$ cat config.mk
export PLATFORM = sky130hd
export DESIGN_NAME = tlb_lookup_engine
export DESIGN_NICKNAME = d
export VERILOG_FILES = /design/src/rtl/tlb_lookup_engine.sv
export SDC_FILE = /design/constraint.sdc
export NUM_CORES = 1
export LEC_CHECK = 0
export ABC_AREA = 0
export CORE_ASPECT_RATIO = 0.8
export CORE_UTILIZATION = 30
export DETAILED_ROUTE_END_ITERATION = 10
export PLACE_DENSITY_LB_ADDON = 0.2
export SYNTH_ARGS = -nofsm -noshare
export SYNTH_HDL_FRONTEND = slang
export SYNTH_SLANG_ARGS = --single-unit
$ cat constraint.sdc
create_clock -name i_clk -period 7.59 [get_ports i_clk]
set_input_delay 1.518 -clock i_clk [delete_from_list [all_inputs] [get_ports i_clk]]
set_output_delay 1.518 -clock i_clk [all_outputs]
set_load 0.01 [all_outputs]
$ cat src/rtl/tlb_lookup_engine.sv
// ---------------------------------------------------------------------------
// tlb_lookup_engine
//   Sequential lookup into a register-based, fully associative MIPS32-style
//   JTLB. One virtual address is accepted per request and entries are scanned
//   one per cycle, lowest index first. The response is a physical address or
//   one of miss/invalid/modified, plus an uncached flag. CP0 writes entries
//   through a dedicated write port.
//
// Ports
//   i_clk, i_rst            clock, synchronous active-high reset
//   i_req_valid/o_req_ready request handshake (ready only in IDLE)
//   i_req_vaddr/asid/store  request payload
//   o_resp_valid/i_resp_ready response handshake
//   o_resp_paddr            {PFN, vaddr[11:0]}, 0 on any fault
//   o_resp_miss/invalid/modified  fault flags (at most one set)
//   o_resp_uncached         selected page C == 2 (0 on miss)
//   o_resp_index            matching entry, 0 on miss
//   i_wr_*                  entry write port (EntryHi / EntryLo0 / EntryLo1)
// ---------------------------------------------------------------------------
module tlb_lookup_engine #(
  parameter  int N_ENTRIES = 16,
  localparam int IW        = (N_ENTRIES > 1) ? $clog2(N_ENTRIES) : 1
) (
  input  logic          i_clk,
  input  logic          i_rst,
  // request
  input  logic          i_req_valid,
  output logic          o_req_ready,
  input  logic [31:0]   i_req_vaddr,
  input  logic [7:0]    i_req_asid,
  input  logic          i_req_store,
  // response
  output logic          o_resp_valid,
  input  logic          i_resp_ready,
  output logic [31:0]   o_resp_paddr,
  output logic          o_resp_miss,
  output logic          o_resp_invalid,
  output logic          o_resp_modified,
  output logic          o_resp_uncached,
  output logic [IW-1:0] o_resp_index,
  // entry write port
  input  logic          i_wr_en,
  input  logic [IW-1:0] i_wr_index,
  input  logic [18:0]   i_wr_vpn2,
  input  logic [7:0]    i_wr_asid,
  input  logic          i_wr_g,
  input  logic [19:0]   i_wr_pfn0,
  input  logic [19:0]   i_wr_pfn1,
  input  logic [2:0]    i_wr_c0,
  input  logic [2:0]    i_wr_c1,
  input  logic          i_wr_d0,
  input  logic          i_wr_d1,
  input  logic          i_wr_v0,
  input  logic          i_wr_v1
);

  typedef struct packed {
    logic [18:0] vpn2;
    logic [7:0]  asid;
    logic        g;
    logic [19:0] pfn0;
    logic [2:0]  c0;
    logic        d0;
    logic        v0;
    logic [19:0] pfn1;
    logic [2:0]  c1;
    logic        d1;
    logic        v1;
  } tlb_entry_t;

  typedef enum logic [1:0] {IDLE, SEARCH, RESP} state_t;

  localparam logic [IW-1:0] LAST_IDX = IW'(N_ENTRIES - 1);

  tlb_entry_t             r_entry [N_ENTRIES];
  logic [N_ENTRIES-1:0]   r_present;

  state_t                 r_state;
  logic [IW-1:0]          r_idx;
  logic [31:0]            r_vaddr;
  logic [7:0]             r_asid;
  logic                   r_store;

  // Entry fields carry no reset; only the present bits matter after reset.
  always_ff @(posedge i_clk) begin
    if (i_wr_en) begin
      r_entry[i_wr_index] <= '{vpn2: i_wr_vpn2, asid: i_wr_asid, g: i_wr_g,
                               pfn0: i_wr_pfn0, c0: i_wr_c0, d0: i_wr_d0, v0: i_wr_v0,
                               pfn1: i_wr_pfn1, c1: i_wr_c1, d1: i_wr_d1, v1: i_wr_v1};
    end
  end

  always_ff @(posedge i_clk) begin
    if (i_rst)        r_present <= '0;
    else if (i_wr_en) r_present[i_wr_index] <= 1'b1;
  end

  // Compare of the entry under the scan pointer
  tlb_entry_t  w_ent;
  logic        w_hit;
  logic        w_odd;
  logic [19:0] w_pfn;
  logic [2:0]  w_c;
  logic        w_d;
  logic        w_v;
  logic        w_mod;

  always_comb begin
    w_ent = r_entry[r_idx];
    w_hit = r_present[r_idx] & (w_ent.vpn2 == r_vaddr[31:13]) &
            (w_ent.g | (w_ent.asid == r_asid));
    w_odd = r_vaddr[12];
    w_pfn = w_odd ? w_ent.pfn1 : w_ent.pfn0;
    w_c   = w_odd ? w_ent.c1   : w_ent.c0;
    w_d   = w_odd ? w_ent.d1   : w_ent.d0;
    w_v   = w_odd ? w_ent.v1   : w_ent.v0;
    // invalid outranks modified
    w_mod = w_v & ~w_d & r_store;
  end

  // o_req_ready is registered: it stays low for the first cycle after reset
  // and only rises once the FSM is settled in IDLE.
  always_ff @(posedge i_clk) begin
    if (i_rst) begin
      r_state         <= IDLE;
      r_idx           <= '0;
      r_vaddr         <= '0;
      r_asid          <= '0;
      r_store         <= 1'b0;
      o_req_ready     <= 1'b0;
      o_resp_valid    <= 1'b0;
      o_resp_paddr    <= '0;
      o_resp_miss     <= 1'b0;
      o_resp_invalid  <= 1'b0;
      o_resp_modified <= 1'b0;
      o_resp_uncached <= 1'b0;
      o_resp_index    <= '0;
    end else begin
      case (r_state)
        IDLE: begin
          o_req_ready <= 1'b1;
          if (o_req_ready && i_req_valid) begin
            r_vaddr     <= i_req_vaddr;
            r_asid      <= i_req_asid;
            r_store     <= i_req_store;
            r_idx       <= '0;
            o_req_ready <= 1'b0;
            r_state     <= SEARCH;
          end
        end
        SEARCH: begin
          if (i_wr_en) begin
            // Contents changed under the scan: start over so the answer
            // reflects the post-write table.
            r_idx <= '0;
          end else if (w_hit) begin
            o_resp_valid    <= 1'b1;
            o_resp_miss     <= 1'b0;
            o_resp_invalid  <= ~w_v;
            o_resp_modified <= w_mod;
            o_resp_uncached <= (w_c == 3'd2);
            o_resp_paddr    <= (w_v && !w_mod) ? {w_pfn, r_vaddr[11:0]} : 32'd0;
            o_resp_index    <= r_idx;
            r_state         <= RESP;
          end else if (r_idx == LAST_IDX) begin
            o_resp_valid    <= 1'b1;
            o_resp_miss     <= 1'b1;
            o_resp_invalid  <= 1'b0;
            o_resp_modified <= 1'b0;
            o_resp_uncached <= 1'b0;
            o_resp_paddr    <= '0;
            o_resp_index    <= '0;
            r_state         <= RESP;
          end else begin
            r_idx <= r_idx + 1'b1;
          end
        end
        RESP: begin
          if (i_resp_ready) begin
            o_resp_valid <= 1'b0;
            o_req_ready  <= 1'b1;
            r_state      <= IDLE;
          end
        end
        default: r_state <= IDLE;
      endcase
    end
  end

endmodule

# Word level (Yosys, flattened, before mapping)
# Memory sizes are Yosys's and may differ from the RTL's. A register that Yosys moved wholly into a read port is not among the register bits.
# Index checks and enable logic that the tools add are counted.
[word_totals]
reg_bits = 105
mem_bits_rw = 1248
input_bits = 128
output_inout_bits = 42
wordCells = 96
memories = 1
[memory_table]
columns = ["memory", "depth", "word_bits", "rd", "rd_ports_with_merged_regs", "wr", "line", "source"]
rows = [
  ["r_entry", 16, 78, 1, 1, 1, "75", "tlb_entry_t r_entry [N_ENTRIES];"],
]
[op_classes]
addsub = 1
magnitude_cmp = 3
n_eq_ne = 12
n_mux = 41
bitwise_logic = 9
n_reduce_logical = 15
[ops]
columns = ["op", "count"]
rows = [
  ["two-way mux 32 bit", 3],
  ["two-way mux 4 bit", 8],
  ["two-way mux 20 bit", 1],
  ["equality test 19 bit", 1],
  ["two-way mux 1 bit", 17],
  ["OR 16 bit", 1],
  ["AND reduction 4 bit", 3],
  ["< comparator 4 x 5 -> 1 bit, second input constant", 2],
  ["two-way mux 2 bit", 5],
  ["inequality test 3 bit, second input constant", 3],
  ["equality test 8 bit", 1],
  ["one-hot mux 4 bit (2 select lines)", 1],
  ["nonzero test 2 bit", 4],
  ["inequality test 2 bit, second input constant", 3],
  ["one-hot mux 2 bit (3 select lines)", 1],
  ["adder 4 x 1 -> 4 bit, second input constant", 1],
  ["bitwise AND 1 bit", 4],
  ["binary-select mux 1 bit (select 4 bit)", 1],
  ["demux 1 bit (select 4 bit)", 1],
  ["equality test 4 bit, second input constant", 1],
  [">= comparator 4 x 1 -> 1 bit, second input constant", 1],
  ["one-hot mux 1 bit (2 select lines)", 2],
  ["AND reduction 2 bit", 2],
  ["equality test 3 x 2 -> 1 bit, second input constant", 1],
  ["other kinds (9)", 13],
]

# Depth between registers and ports, before layout
[depth]
depth_word = 9
mapped_depth = 17

# Worst setup path after synthesis
# Ideal clock, no wire load.
[synth_timing]
path_kind = "input to register"
from = "in i_wr_en"
to = "mem r_entry[0][0] (netlist bit), enable pin"
setup_ns = 0.613
arrival_ns = 7.611
t_required_ns = 6.977
setup_slack_ns = -0.635
cell_stages = 3
cell_sequence = "clkbuf_1 -> or3b_2 -> nor3_1"
[synth_via]
elab_chain_len = 2
[synth_lines]
columns = ["item", "line", "source"]
rows = [
  ["start, declared", "42", "input logic i_wr_en,"],
  ["two-way mux 1 bit", "86", "if (i_wr_en) begin"],
  ["two-way mux 1 bit (implied by the code)", "87", "r_entry[i_wr_index] <= '{vpn2: i_wr_vpn2, asid: i_wr_asid, g: i_wr_g,"],
  ["end, declared", "75", ""],
]
# Every way passes these cells.

==> run summary <==
post-synth top area cell: edfxtp_1
global-route wire length before repair: 197000 um
CTS Root Buffer Type: clkbuf_16
LEAKAGE: 0.0184 uW
RSZ-0062 raised after global routing: no
num ports: 170
Synth area leaders: edfxtp_1, mux4_2, dfxtp_1
PortBufs: 169
reg-to-reg setup timing slack: 2.39 ns
CTS H-tree lvls: 4
Seq/Total Area, Yosys: 0.765
crit path capture: o_resp_paddr[16]
Post-synth EDFFs: 1248
syn avg cell area: 20.7 sq um
final WL: 138000 um
Critical R2R Capture: o_resp_paddr[16]
CTS Buf Count: 147
initial core utilization: 0.302
share of the synthesized area in the top cell type: 0.723
Post-Syn Instances: 2506
crit path max fanout: 42
yosys warns: 0
worst skew pair latency: 0.78 ns
Max Clock Freq: 0.192 GHz
Placer Congestion: 0.846
Worst setup EP type: register
Final Max Slew Viols: 0
Die Y: 374 um
Synthesized Nets: 2635
Final setup viols: 0
quantity of hold-fixing buffers added after cts: 0
row cnt: 136
Clock transition at path regs: 0.06 ns
Die X: 467 um
CP arrival: 5.89 ns
Setup Skew: 0.0170 ns
CP Launch Type: register
prevailing post-synth register cell: edfxtp_1
WP data required: 8.28 ns
DRT Pass-1 Iters: 8
CTS tree: built
Post-Syn Area: 51800 sq um
fin crit period: 5.20 ns
number of global-route vias before repair: 26100
R2R cell count: 10
slew margin rel.: 0.202
Power Density: 260 nW/um^2
post-DR vias/cell: 4.93
Final nets: 2871
core area: 172000 sq um
Final TNS setup: 0 ns
CTS resizes: 0
synth unique cells: 74
Initial DRC Count: 2367
Worst-Margin Slew: 1.19 ns
clk sinks: 1357
Pwr Total: 15900 uW
Post-CTS Setup Inserts: 0
FFs w/ async S/R, synth: 0
initial antenna violation count: 19
Synth Register Bits: 1357
fin crit share: 0.685
drt wl/cell: 26.9 um
VDD IR max: 0.208 mV
die area: 174000 sq um
Syn-to-layout area delta: 17.8%
worst-case clock buffer depth: 3
hpwl dp: 77900 um
post-layout util: 0.356
worst hold-check path type: register to register
outcome: finished, violations left
max cap viols: 0
layout cells sized above 1: 0.212
Final Hold Fails: 0
failing checks: design-rule violations
DR vias: 25300
grt total ovfl: 0
GRT Util Overall: 0.159
Antenna Violating Nets Remaining: 0
Residual DRC: 1
kind of critical path: register to register
maximum number of pins on one net before global-route repair: 80
-- final cells by class --
cell class	count	area, sq um
Clock buffer	190	4000
Fill cell	15700	111000
Tap cell	2277	2850
Sequential cell	1357	39700
Antenna cell	1	2.50
Timing Repair Buffer	217	2180
Inverter	22	85.1
Clock inverter	76	696
Multi-Input combinational cell	997	11600
-- worst min-delay path by stage --
stage / depth (start not counted) / to / slack, ns / start
floorplan: 2 / o_resp_paddr[0] / 0.43 / r_vaddr[0]
global placement: 2 / r_present[9] / 0.45 / r_present[9]
detailed placement: 2 / r_vaddr[1] / 0.45 / r_vaddr[1]
CTS: 2 / r_vaddr[1] / 0.46 / r_vaddr[1]
global route: 2 / r_vaddr[1] / 0.48 / r_vaddr[1]
finish: 2 / o_resp_paddr[19] / 0.45 / o_resp_paddr[19]
-- Yosys cell counts, drive strengths merged (9+ instances only) --
master  count
a211oi     10
a21oi      61
a221oi      9
a22o       11
a22oi      15
buf        73
clkbuf     57
dfxtp     109
edfxtp   1248
inv        21
mux2       24
mux2i     118
mux4      295
nand2     141
nand2b      9
nand3      12
nor2       58
nor3       23
nor3b      13
nor4b      25
o21ai      49
o22ai       9
xnor2      17
xor2       18
-- stage by stage --
step / instances / instance area [sq um] / setup slack (ns) / hold slack (ns)
3_5_place_dp: 4870 / 56300 / 2.31 / 0.452
5_1_grt: 5137 / 61000 / 1.97 / 0.477
3_3_place_gp: 4870 / 56300 / 2.42 / 0.445
6_report: 5137 / 61000 / 2.39 / 0.454
4_1_cts: 5136 / 61000 / 2.28 / 0.460
2_1_floorplan: 2506 / 51900 / 1.48 / 0.431
-- cell families (layout without fill, tap and decap cells) --
| logic type | count (synthesis) | after routing | share of synthesized area |
|---|---|---|---|
| other | 0 | 1 | 0 |
| flip-flops | 1357 | 1357 | 0.765 |
| XOR/XNOR | 35 | 35 | 0.00591 |
| adder cells (fa/ha/maj) | 1 | 1 | 0.000241 |
| buffers and inverters | 152 | 505 | 0.0149 |
| AO/OA/AOI/OAI | 209 | 209 | 0.0272 |
| AND/OR/NAND/NOR | 315 | 315 | 0.0302 |
| multiplexers | 437 | 437 | 0.156 |
-- worst max-delay path, stage by stage, from the launching register on --
cell,delay (ns)
dfxtp_4,0.87
buf_4,0.74
nor2b_1,0.63
a22oi_1,0.21
and3b_1,0.23
o31a_1,0.27
nor3_1,0.26
nand4_1,0.25
a211o_1,0.37
nand4bb_4,0.76
o21ai_0,0.38
-- cell usage in the layout (no fill, tap or decap), drive strengths merged, types with 10 or more instances in the layout --
cell type / instances
clkbuf: 190
o21ai: 49
xnor2: 17
a21oi: 61
clkinv: 55
nor4b: 25
nand3: 12
xor2: 18
a211oi: 10
nor3b: 13
nor3: 23
a22oi: 15
mux2i: 118
buf: 49
mux4: 295
nand2: 141
clkdlybuf4s50: 168
inv: 29
a22o: 11
bufinv: 11
nor2: 58
mux2: 24
dfxtp: 109
edfxtp: 1248
-- sequential cells by signal (all words and copies together) (netlist names), 2 cells and up, named ones only --
register	flops
r_asid	8
r_vaddr	32
r_present	16
r_state	2
r_entry	1248
o_resp_index	4
r_idx	4
o_resp_paddr	32
-- power breakdown --
part           switching [uW]  internal, uW
registers                55.4          8320
logic                     340           225
clock network            2870          4090
total                    3270         12600
-- metal layers --
layer	global-route usage	up-vias	part of all wire	wire length, um
li1	-	10800	-	-
met1	0.227	13700	0.47	64300
met2	0.253	624	0.48	66000
met3	0.0259	186	0.042	5740
met4	0.0357	12	0.016	2180
met5	0	-	0.00051	71
No activity file was read; power rests on OpenSTA's default activity.
